## config.mk

```make
export PLATFORM = sky130hd
export DESIGN_NAME = spike_event_scheduler
export DESIGN_NICKNAME = d
export VERILOG_FILES = /design/src/rtl/spike_event_scheduler.sv
export SDC_FILE = /design/constraint.sdc
export NUM_CORES = 1
export LEC_CHECK = 0
export BUFFER_PORTS_ARGS = -buffer_cell sky130_fd_sc_hd__buf_2
export CORE_UTILIZATION = 57
export DETAILED_ROUTE_END_ITERATION = 10
export PLACE_DENSITY_LB_ADDON = 0.08
export SLEW_MARGIN = 20
export SYNTH_ARGS = -nofsm -noshare
export SYNTH_HDL_FRONTEND = slang
export SYNTH_SLANG_ARGS = --single-unit
```

## constraint.sdc

```tcl
create_clock -name clk_i -period 2.95 [get_ports clk_i]
set_input_delay 0.59 -clock clk_i [delete_from_list [all_inputs] [get_ports clk_i]]
set_output_delay 0.59 -clock clk_i [all_outputs]
set_load 0.01 [all_outputs]
```

## src/rtl/spike_event_scheduler.sv

```systemverilog
// spike_event_scheduler: queues spike events and sequences the synapse selector one event at a time
module spike_event_scheduler #(
   parameter int PRE_W      = 8,
   parameter int POST_W     = 8,
   parameter int ADDR_W     = 12,
   parameter int WEIGHT_W   = 16,
   parameter int FIFO_DEPTH = 16,
   parameter int TIMEOUT    = 1023
) (
   input  logic                clk_i,
   input  logic                rst_i,
   input  logic                spike_valid_i,
   input  logic [PRE_W-1:0]    spike_pre_i,
   output logic                spike_ready_o,
   input  logic                cfg_load_i,
   input  logic [POST_W-1:0]   cfg_postsyn_count_i,
   input  logic [ADDR_W-1:0]   cfg_weights_base_i,
   input  logic                step_end_i,
   output logic                sel_start_o,
   output logic [PRE_W-1:0]    sel_preidx_o,
   output logic [POST_W-1:0]   sel_postsyn_count_o,
   output logic [ADDR_W-1:0]   sel_weights_base_o,
   input  logic                sel_busy_i,
   input  logic                sel_done_i,
   input  logic                sel_valid_i,
   input  logic [POST_W-1:0]   sel_postidx_i,
   input  logic [WEIGHT_W-1:0] sel_weight_i,
   output logic                syn_valid_o,
   output logic [PRE_W-1:0]    syn_pre_o,
   output logic [POST_W-1:0]   syn_post_o,
   output logic [WEIGHT_W-1:0] syn_weight_o,
   output logic                step_done_o,
   output logic                idle_o,
   output logic                err_timeout_o,
   output logic [15:0]         drop_cnt_o,
   output logic [15:0]         event_cnt_o
);
   localparam int PW   = $clog2(FIFO_DEPTH);
   localparam int WD_W = $clog2(TIMEOUT + 1);
   localparam logic [WD_W-1:0] WD_LAST = WD_W'(TIMEOUT - 1);
   localparam logic [1:0] S_IDLE  = 2'd0;
   localparam logic [1:0] S_ISSUE = 2'd1;
   localparam logic [1:0] S_WAIT  = 2'd2;

   logic [1:0]         state;
   logic [PRE_W-1:0]   mem [FIFO_DEPTH];
   logic [PW:0]        wr_ptr, rd_ptr;
   logic               full, empty, push, pop, is_idle, in_wait;
   logic               pend_flag, step_pend;
   logic [POST_W-1:0]  pend_count, eff_count;
   logic [ADDR_W-1:0]  pend_base;
   logic [WD_W-1:0]    wd;
   logic               unused;

   assign unused        = sel_busy_i;
   assign full          = (wr_ptr[PW] != rd_ptr[PW]) && (wr_ptr[PW-1:0] == rd_ptr[PW-1:0]);
   assign empty         = wr_ptr == rd_ptr;
   assign push          = spike_valid_i && !full;
   assign is_idle       = state == S_IDLE;
   assign in_wait       = state == S_WAIT;
   assign pop           = is_idle && !empty;
   // pending config is applied in the same IDLE cycle that may pop, so decide on it directly
   assign eff_count     = pend_flag ? pend_count : sel_postsyn_count_o;
   assign spike_ready_o = !full;
   assign idle_o        = is_idle && empty;
   assign sel_start_o   = state == S_ISSUE;
   assign step_done_o   = step_pend && idle_o;

   always_ff @(posedge clk_i) begin
      if (push) mem[wr_ptr[PW-1:0]] <= spike_pre_i;
   end

   always_ff @(posedge clk_i or negedge rst_i) begin
      if (!rst_i) begin
         state               <= S_IDLE;
         wr_ptr              <= '0;
         rd_ptr              <= '0;
         pend_flag           <= 1'b0;
         pend_count          <= '0;
         pend_base           <= '0;
         step_pend           <= 1'b0;
         wd                  <= '0;
         sel_preidx_o        <= '0;
         sel_postsyn_count_o <= '0;
         sel_weights_base_o  <= '0;
         syn_valid_o         <= 1'b0;
         syn_pre_o           <= '0;
         syn_post_o          <= '0;
         syn_weight_o        <= '0;
         err_timeout_o       <= 1'b0;
         drop_cnt_o          <= '0;
         event_cnt_o         <= '0;
      end else begin
         if (push) wr_ptr <= wr_ptr + (PW+1)'(1);
         if (spike_valid_i && full && drop_cnt_o != 16'hFFFF) drop_cnt_o <= drop_cnt_o + 16'd1;
         if (cfg_load_i) begin
            pend_flag  <= 1'b1;
            pend_count <= cfg_postsyn_count_i;
            pend_base  <= cfg_weights_base_i;
         end else if (is_idle) begin
            pend_flag <= 1'b0;
         end
         if (is_idle && pend_flag) begin
            sel_postsyn_count_o <= pend_count;
            sel_weights_base_o  <= pend_base;
         end
         step_pend <= (step_pend || step_end_i) && !step_done_o;
         if (pop) begin
            rd_ptr <= rd_ptr + (PW+1)'(1);
            if (eff_count == '0) begin
               event_cnt_o <= event_cnt_o + 16'd1;
            end else begin
               sel_preidx_o <= mem[rd_ptr[PW-1:0]];
               state        <= S_ISSUE;
            end
         end
         if (state == S_ISSUE) begin
            state <= S_WAIT;
            wd    <= '0;
         end
         if (in_wait) begin
            if (sel_done_i) begin
               event_cnt_o <= event_cnt_o + 16'd1;
               state       <= S_IDLE;
            end else if (wd == WD_LAST) begin
               err_timeout_o <= 1'b1;
               state         <= S_IDLE;
            end else begin
               wd <= wd + WD_W'(1);
            end
         end
         syn_valid_o <= in_wait && sel_valid_i;
         if (in_wait && sel_valid_i) begin
            syn_pre_o    <= sel_preidx_o;
            syn_post_o   <= sel_postidx_i;
            syn_weight_o <= sel_weight_i;
         end
      end
   end
endmodule
```

# After elaboration in Yosys (flattened, before gate mapping)
# Memory sizes are Yosys's and may differ from the RTL's. A register that Yosys moved wholly into a read port is not among the register bits.
# Index checks and enable logic that the tools add are counted.
# W data, S select, Z words.
# classes
n_eq_ne	7
n_reduce_logical	20
muxes	19
n_addsub	5
bitwise	2
# ops
operator	n
$mux W16	4
$mux W10	4
$add A16 B1 Y16 const B	2
$ne A16 B16 Y1 const B	1
$mux W2	6
$add A10 B1 Y10 const B	1
$add A5 B1 Y5 const B	2
$eq A10 B10 Y1 const B	1
$logic_and A1 B1 Y1	10
$logic_not A8 Y1	1
$mux W8	1
$eq A5 B5 Y1	1
$eq A4 B4 Y1	1
$logic_not A1 Y1	4
$mux W1	4
$reduce_and A3 Y1	1
$eq A2 B1 Y1 const B	1
$eq A2 B2 Y1 const B	1
$logic_not A2 Y1	1
$not A1 Y1	2
$reduce_and A2 Y1	1
$reduce_bool A2 Y1	1
$logic_or A1 B1 Y1	1
$ne A1 B1 Y1	1
# totals
ramBits	128
n_memories	1
regBits	130
output_inout_bits	98
inputBits	60
# memory_table
name	words	word_bits	rd	rd_ports_with_merged_regs	wr	line	rtl
mem	16	8	1	1	1	46	logic [PRE_W-1:0] mem [FIFO_DEPTH];

# Depth between registers and ports, before layout
# Gate-level depths: netlist (run 1).
# depth
ltp_word	8
depth_mapped	8
ltp_nobuf	7

# Worst setup path after synthesis (run 1)
# No wires, ideal clock.
# synth_path
path_type	reg2reg
startpoint	register rd_ptr[0]
endpoint	memory mem[3][0], enable pin
synth_period_minus_slack_ps	2306
path_buffers	1
slack_ps	644
arrival_time_ps	1923
required_time_ps	2567
setup_time_ps	383
path_stages_with_launch	7
path_cell_list	dfrtp_1 buf_6 xnor2_1 and4_4 a21boi_2 nand2_1 nor3_1
# synth_between
elab_chain_len	6
# synth_lines
element	line	rtl
from (decl)	47	logic [PW:0] wr_ptr, rd_ptr;
from (signal assigned)	109	rd_ptr <= rd_ptr + (PW+1)'(1);
$eq A4 B4 Y1	56	assign full = (wr_ptr[PW] != rd_ptr[PW]) && (wr_ptr[PW-1:0] == rd_ptr[PW-1:0]);
$logic_and A1 B1 Y1	56	
$logic_not A1 Y1	58	assign push = spike_valid_i && !full;
$logic_and A1 B1 Y1	58	
$mux W1	70	if (push) mem[wr_ptr[PW-1:0]] <= spike_pre_i;
$mux W1 (implied by the code)	70	
to (decl)	46	
# No other way between the ends.

# Worst setup path after layout (run 1)
# layout_path
startpoint	register wr_ptr[2]
endpoint	output port step_done_o
# layout_between
elab_chain_len	3
# layout_lines
element	line	rtl
from (decl)	47	
from (signal assigned)	94	if (push) wr_ptr <= wr_ptr + (PW+1)'(1);
$eq A5 B5 Y1	57	assign empty = wr_ptr == rd_ptr;
$logic_and A1 B1 Y1	65	assign idle_o = is_idle && empty;
$logic_and A1 B1 Y1	67	assign step_done_o = step_pend && idle_o;
to (decl)	32	output logic step_done_o,
# No other way between the ends.

==> results of run 1 <==
-- flip-flops by register name, indices dropped and copies added, names as in the netlist, 5 cells and up --
register             cells
syn_post_o               8
pend_base               12
rd_ptr                   5
wr_ptr                   5
sel_weights_base_o      12
pend_count               8
syn_weight_o            16
event_cnt_o             16
mem                    128
drop_cnt_o              16
sel_postsyn_count_o      8
syn_pre_o                8
wd                      10
sel_preidx_o             8
-- power by group --
| group | internal, W | switching, W |
|---|---|---|
| combinational | 0.00177 | 0.00195 |
| clock | 0.00172 | 0.00131 |
| sequential | 0.00470 | 0.000499 |
| total | 0.00819 | 0.00376 |
-- synthesized netlist by cell type (4+ instances only) --
library cell / instances / area share (%)
dfrtp_1: 138 / 32
edfxtp_1: 128 / 36
mux2_2: 83 / 8.7
xnor2_1: 38 / 3.1
mux4_2: 31 / 6.5
nand2_1: 31 / 1.1
nor2_1: 29 / 1.0
a22oi_1: 16 / 1.1
nand4_1: 14 / 0.81
clkbuf_1: 13 / 0.45
nand3_1: 12 / 0.56
and3_1: 11 / 0.64
ha_1: 9 / 1.0
inv_1: 9 / 0.31
nor3_1: 9 / 0.42
xor2_1: 9 / 0.73
and2_1: 8 / 0.46
o2111ai_1: 7 / 0.57
buf_1: 5 / 0.17
buf_6: 5 / 0.52
o21ai_0: 5 / 0.23
mux2i_1: 4 / 0.37
o211ai_1: 4 / 0.28
-- final timing paths --
path / start / endpoint / slack [ns] / cells past startpoint
min: rst_i / event_cnt_o[4] / 0.05 / 1
max: wr_ptr[2] / step_done_o / 0.12 / 5
min reg2reg: event_cnt_o[15] / event_cnt_o[15] / 0.47 / 1
min in group clk_i: sel_weight_i[5] / syn_weight_o[5] / 0.29 / 2
max in group asynchronous: rst_i / rd_ptr[0] / 2.17 / 2
max reg2reg: wr_ptr[2] / mem[4][0] / 0.43 / 5
-- repair_timing --
| item | in CTS | in global routing |
|---|---|---|
| hold buffers | 0 | 0 |
| gates resized for setup | 0 | 2 |
| setup endpoints to repair | 0 | 1 |
-- metal layers --
metal	global-route usage (%)	part of all wire, %
met3	3.68	6.6
met2	39.0	50
met5	0	0
met4	6.13	1.8
met1	29.6	42
-- area by class of cell --
type | count | share of cell area (%)
inverter | 9 | 0.266
clock buffer | 36 | 5.75
sequential | 266 | 57.5
clock inverter | 10 | 0.414
multi-input combinational | 357 | 26.2
timing repair buffer | 178 | 7.61
tap | 229 | 2.26
-- logic make-up (layout without fill, tap and decap cells) --
kind of cell	after synthesis	after routing	share of synthesized area [%]
and+or+nand+nor	137	137	6.57
AOI/OAI and AO/OA	44	44	3.28
xor gates and xnor gates	48	48	3.97
DFF	266	266	67.6
buffers and inverters	37	233	1.76
adders and majority gates	9	9	1.04
muxes	119	119	15.7
-- metrics by stage --
step | utilization, % | setup slack [ns] | hold WS, ns
final | 69.4 | 0.116 | 0.0512
after global routing | 69.4 | 0.00274 | 0.0895
after CTS | 69.3 | 0.0422 | 0.0625
after detailed placement | 65.1 | 0.506 | 0.465
after global placement | 65.1 | 0.571 | 0.445
after floorplan | - | 0.644 | 0.294
==> impl_metrics.csv, run 1 <==
group,metric,value,unit
outcome,outcome,"finished clean",
cells_and_area,fin_nets,908,
critical_path,crit_buf_inv,1,
logic_synthesis,synth_warnings,0,
clock_network,insertion_delay,0.53,ns
route,wl,21.0,mm
place,dp.cells,1039,
critical_path,slowest_stage,"dfrtp_1",
global_routing,antenna_found_initial,0,
power,p_leak,5.21,nW
floorplanning,rows,49,
logic_synthesis,ys_seq_area_share,67.6,%
cells_and_area,n_fill_cell,1241,
timing,setup-violations-final,0,
clock_network,htreeDepth,1,
clock_network,cts_num_sinks,266,
timing,finalCritPeriodShare,96.1,%
global_routing,grt.total_usage,22.5,%
cells_and_area,finalNonFillerCells,1085,
logic_synthesis,synth_edf_count,128,
cells_and_area,drive_gt1_share,40.1,%
global_routing,grt_pass1_wl,34.1,mm
critical_path,worst_setup_path_end_kind,"output pin",
timing,slew_viol_final,0,
power,peakVddDrop,0.501,mV
place,place_congestion,0.755,
route,drtIter0Drc,323,
timing,hold_viol_final,0,
cells_and_area,multi_input_area,3320,sq um
cells_and_area,final_common_cell,"buf_2",
logic_synthesis,ys.flop_type,"dfrtp_1",
critical_path,critPathTopFamily,"simple AND/OR/NAND/NOR gates",
floorplanning,start_util,59.1,%
route,drc,0,
run,max_cap_viol_count,0,
critical_path,worstPathRequired,2.36,ns
critical_path,slowest_delay,0.50,ns
route,vias,6212,
logic_synthesis,syn_inst,660,
global_routing,overflow,0,
logic_synthesis,async_flop_share,51.9,%
cells_and_area,num_antenna_cells,0,
route,vias_per_cell,5.73,
clock_network,cts_made_buffers,27,
floorplanning,fp.coreArea,18300,sq um
critical_path,start_kind,"flop",
clock_network,clock_path_buffers,3,
timing,fin_crit,2.83,ns
critical_path,cp_cell_sequence,"xnor2_1 > nand4_4 > nor3_2 > and2_1 > buf_2",
critical_path,cp.arrival,2.24,ns
critical_path,crit_path_max_fanout,11,
cells_and_area,syn_to_final_growth,17.5,%
place,hpwl,14.5,mm
timing,tightest_slew,0.795,ns
cells_and_area,fin_area,12700,sq um
place,numPortBuffers,156,
clock_network,cts_tree,"yes",
global_routing,grt_max_degree,70,
logic_synthesis,synth_area,10800,sq um
route,avgRoutedWirePerCell,19.4,um
power,cellPowerDensity,942,nW/um^2
floorplanning,ios,158,
timing,rsz0062_at_grt,"false",
logic_synthesis,ys_seq_elements,266,
timing,slew-limit-headroom,46.8,%
timing,final.setup_skew,0.00973,ns
power,finalPower,0.0120,W
clock_network,cts.reportedPaths.clkPinSlew,0.06,ns
timing,final.setup.tns,0,ns
worst_hold_path,worstHoldPathType,"input port to asynchronous set/reset pin",
floorplanning,die_width,140,um
logic_synthesis,netlist-cell-type-count,49,
logic_synthesis,synth_nets,729,
cells_and_area,layout_common_cells,"buf_2 (155), dfrtp_1 (137), edfxtp_1 (128)",
logic_synthesis,synth.avg_cell_area,16.3,sq um
floorplanning,die_h,140,um
global_routing,grt_pass1_vias,6393,
floorplanning,design.die.area,19500,sq um
route,dr.pass1.iters,5,
clock_network,clock-root-buffer,"clkbuf_16",
clock_network,post_cts_buffers,0,
place,placed_area,11900,sq um
critical_path,crit_type,"flop to output pin",
route,postRouteAntennaNets,0,
cells_and_area,register_area,7300,sq um
timing,fmax,0.353,GHz
(Power assumes the default switching activity.)
==> run 2: changes to the inputs <==
--- a/config.mk
+++ b/config.mk
@@ -6,7 +6,7 @@
 export NUM_CORES = 1
 export LEC_CHECK = 0
 export BUFFER_PORTS_ARGS = -buffer_cell sky130_fd_sc_hd__buf_2
-export CORE_UTILIZATION = 57
+export CORE_UTILIZATION = 51
 export DETAILED_ROUTE_END_ITERATION = 10
 export PLACE_DENSITY_LB_ADDON = 0.08
 export SLEW_MARGIN = 20
==> constraint.sdc (replaced) <==
create_clock -name clk_i -period 2.4 [get_ports clk_i]
set_input_delay 0.48 -clock clk_i [delete_from_list [all_inputs] [get_ports clk_i]]
set_output_delay 0.48 -clock clk_i [all_outputs]
set_load 0.01 [all_outputs]
==> run 2 against run 1 <==
- clock skew grew 0.0017 ns
- routed wire length is 1.3% higher
- hold slack improved by 0.14 ns
- register-to-register slack got worse by 0.33 ns
- clock power grew 40%
- global-route usage is 2.2 points lower
- final area up 1.8%
- power up 28%
- first-iteration DRC count down 18%
- non-clock buffer count shrank 1
- cell count grew 4.0%
- critical endpoint unchanged
- highest routed layer unchanged
==> impl_metrics.csv, run 2 (synthesis results as in run 1) <==
group,metric,value,unit
timing,slew-limit-headroom,45.9,%
critical_path,crit_path_max_fanout,5,
cells_and_area,n_fill_cell,1523,
global_routing,antenna_found_initial,0,
timing,fmax,0.429,GHz
cells_and_area,finalNonFillerCells,1128,
floorplanning,design.die.area,21700,sq um
worst_hold_path,worstHoldPathType,"input port to flop",
critical_path,worst_setup_path_end_kind,"output pin",
floorplanning,start_util,52.6,%
place,numPortBuffers,156,
floorplanning,die_width,147,um
timing,hold_viol_final,0,
clock_network,insertion_delay,0.52,ns
cells_and_area,fin_nets,907,
floorplanning,fp.coreArea,20500,sq um
route,avgRoutedWirePerCell,18.9,um
place,placed_area,11900,sq um
clock_network,cts_tree,"yes",
power,cellPowerDensity,1190,nW/um^2
place,place_congestion,0.795,
clock_network,cts.reportedPaths.clkPinSlew,0.06,ns
timing,final.setup_skew,0.0114,ns
route,dr.pass1.iters,4,
run,max_cap_viol_count,0,
cells_and_area,fin_area,12900,sq um
critical_path,start_kind,"flop",
cells_and_area,multi_input_area,3350,sq um
timing,finalCritPeriodShare,97.1,%
place,hpwl,14.6,mm
clock_network,clock-root-buffer,"clkbuf_16",
timing,tightest_slew,0.809,ns
place,place_ws,-0.0196,ns
timing,fin_crit,2.33,ns
cells_and_area,largest_register_ffs,128,
cells_and_area,register_area,7300,sq um
clock_network,post_cts_buffers,0,
power,finalPower,0.0154,W
cells_and_area,num_antenna_cells,0,
route,drc,0,
power,p_leak,5.30,nW
floorplanning,die_h,147,um
critical_path,worstPathRequired,1.92,ns
cells_and_area,final_common_cell,"buf_2",
critical_path,slowest_delay,0.44,ns
global_routing,grt.total_usage,20.3,%
clock_network,htreeDepth,1,
floorplanning,rows,52,
place,dp.cells,1078,
clock_network,cts_made_buffers,27,
cells_and_area,drive_gt1_share,41.5,%
critical_path,crit_type,"flop to output pin",
timing,setup_slack,0.0701,ns
route,drtIter0Drc,266,
critical_path,slowest_stage,"dfrtp_2",
global_routing,grt_pass1_vias,6482,
critical_path,cp.arrival,1.85,ns
floorplanning,ios,158,
timing,setup-violations-final,0,
global_routing,overflow,0,
cells_and_area,layout_common_cells,"buf_2 (155), dfrtp_1 (134), edfxtp_1 (128)",
route,postRouteAntennaNets,0,
power,peakVddDrop,0.650,mV
cells_and_area,syn_to_final_growth,19.7,%
clock_network,cts_num_sinks,266,
clock_network,clock_path_buffers,3,
outcome,outcome,"finished clean",
route,vias,6103,
critical_path,cp_cell_sequence,"xor2_2 > buf_4 > nor3_2 > and2_1 > buf_2",
global_routing,grt_pass1_wl,34.5,mm
global_routing,grt_max_degree,62,
timing,rsz0062_at_grt,"true",
route,vias_per_cell,5.41,
timing,slew_viol_final,0,
route,wl,21.3,mm
run 2: cell count changes in the layout (fill, tap and decap cells not counted), sizes merged:
cell / change
bufinv: +5
inv: -1
buf: -2
clkinv: +4
clkbuf: -5
dlygate4sd3: +1
run 2: area by class of cell:
class,instances,share of cell area (%)
Clock buffer,31,5.43
Sequential cell,266,56.5
Multi-Input combinational cell,357,25.9
Inverter,9,0.262
Clock inverter,18,1.61
Tap cell,270,2.62
Timing Repair Buffer,177,7.62
run 2: what timing repair did:
item | 4_1_cts | 5_1_grt
pin swaps | 0 | 1
resized for setup | 5 | 7
hold buffers | 1 | 0
endpoints found under the setup margin | 10 | 65
endpoints found under the hold margin | 52 | 0
run 2: routing by layer:
metal  global-route usage (%)  part of all wire (%)  vias up
met5                        0                     0        -
met1                     26.7                    44     3082
met2                     35.5                    50      160
li1                         -                     -     2832
met3                     3.15                   4.6       29
met4                     5.15                   1.5        0
run 2: stage by stage:
stage	hold WS [ns]	setup TNS (ns)	utilization (%)
4_1_cts	0.171	0	62.9
6_report	0.191	0	63.0
2_1_floorplan	0.184	0	-
5_1_grt	0.180	-0.903	63.0
3_3_place_gp	0.443	0	58.3
3_5_place_dp	0.445	-0.148	58.3
run 2: final timing paths:
kind | from | endpoint | slack [ns] | cells after the start
worst max-delay path | rd_ptr[4] | step_done_o | 0.07 | 5
worst min-delay path | cfg_weights_base_i[8] | pend_base[8] | 0.19 | 2
worst max register to register | wr_ptr[1] | mem[10][0] | 0.10 | 5
worst min register to register | err_timeout_o | err_timeout_o | 0.46 | 1
max in group asynchronous | rst_i | pend_base[10] | 1.17 | 3
min in group asynchronous | rst_i | event_cnt_o[6] | 0.49 | 2
run 2: critical path, delay by kind of cell, from the launching register on:
family        cells  cell delay, ns
flops             1            0.44
simple gates      2            0.39
buf+inv           2            0.30
xor+xnor          1            0.20
run 2: power by group:
| part | switching (W) | total, W | internal, W |
|---|---|---|---|
| Sequential | 0.000586 | 0.00637 | 0.00578 |
| Combinational | 0.00244 | 0.00474 | 0.00230 |
| Clock | 0.00163 | 0.00425 | 0.00261 |
| Total | 0.00466 | 0.0154 | 0.0107 |
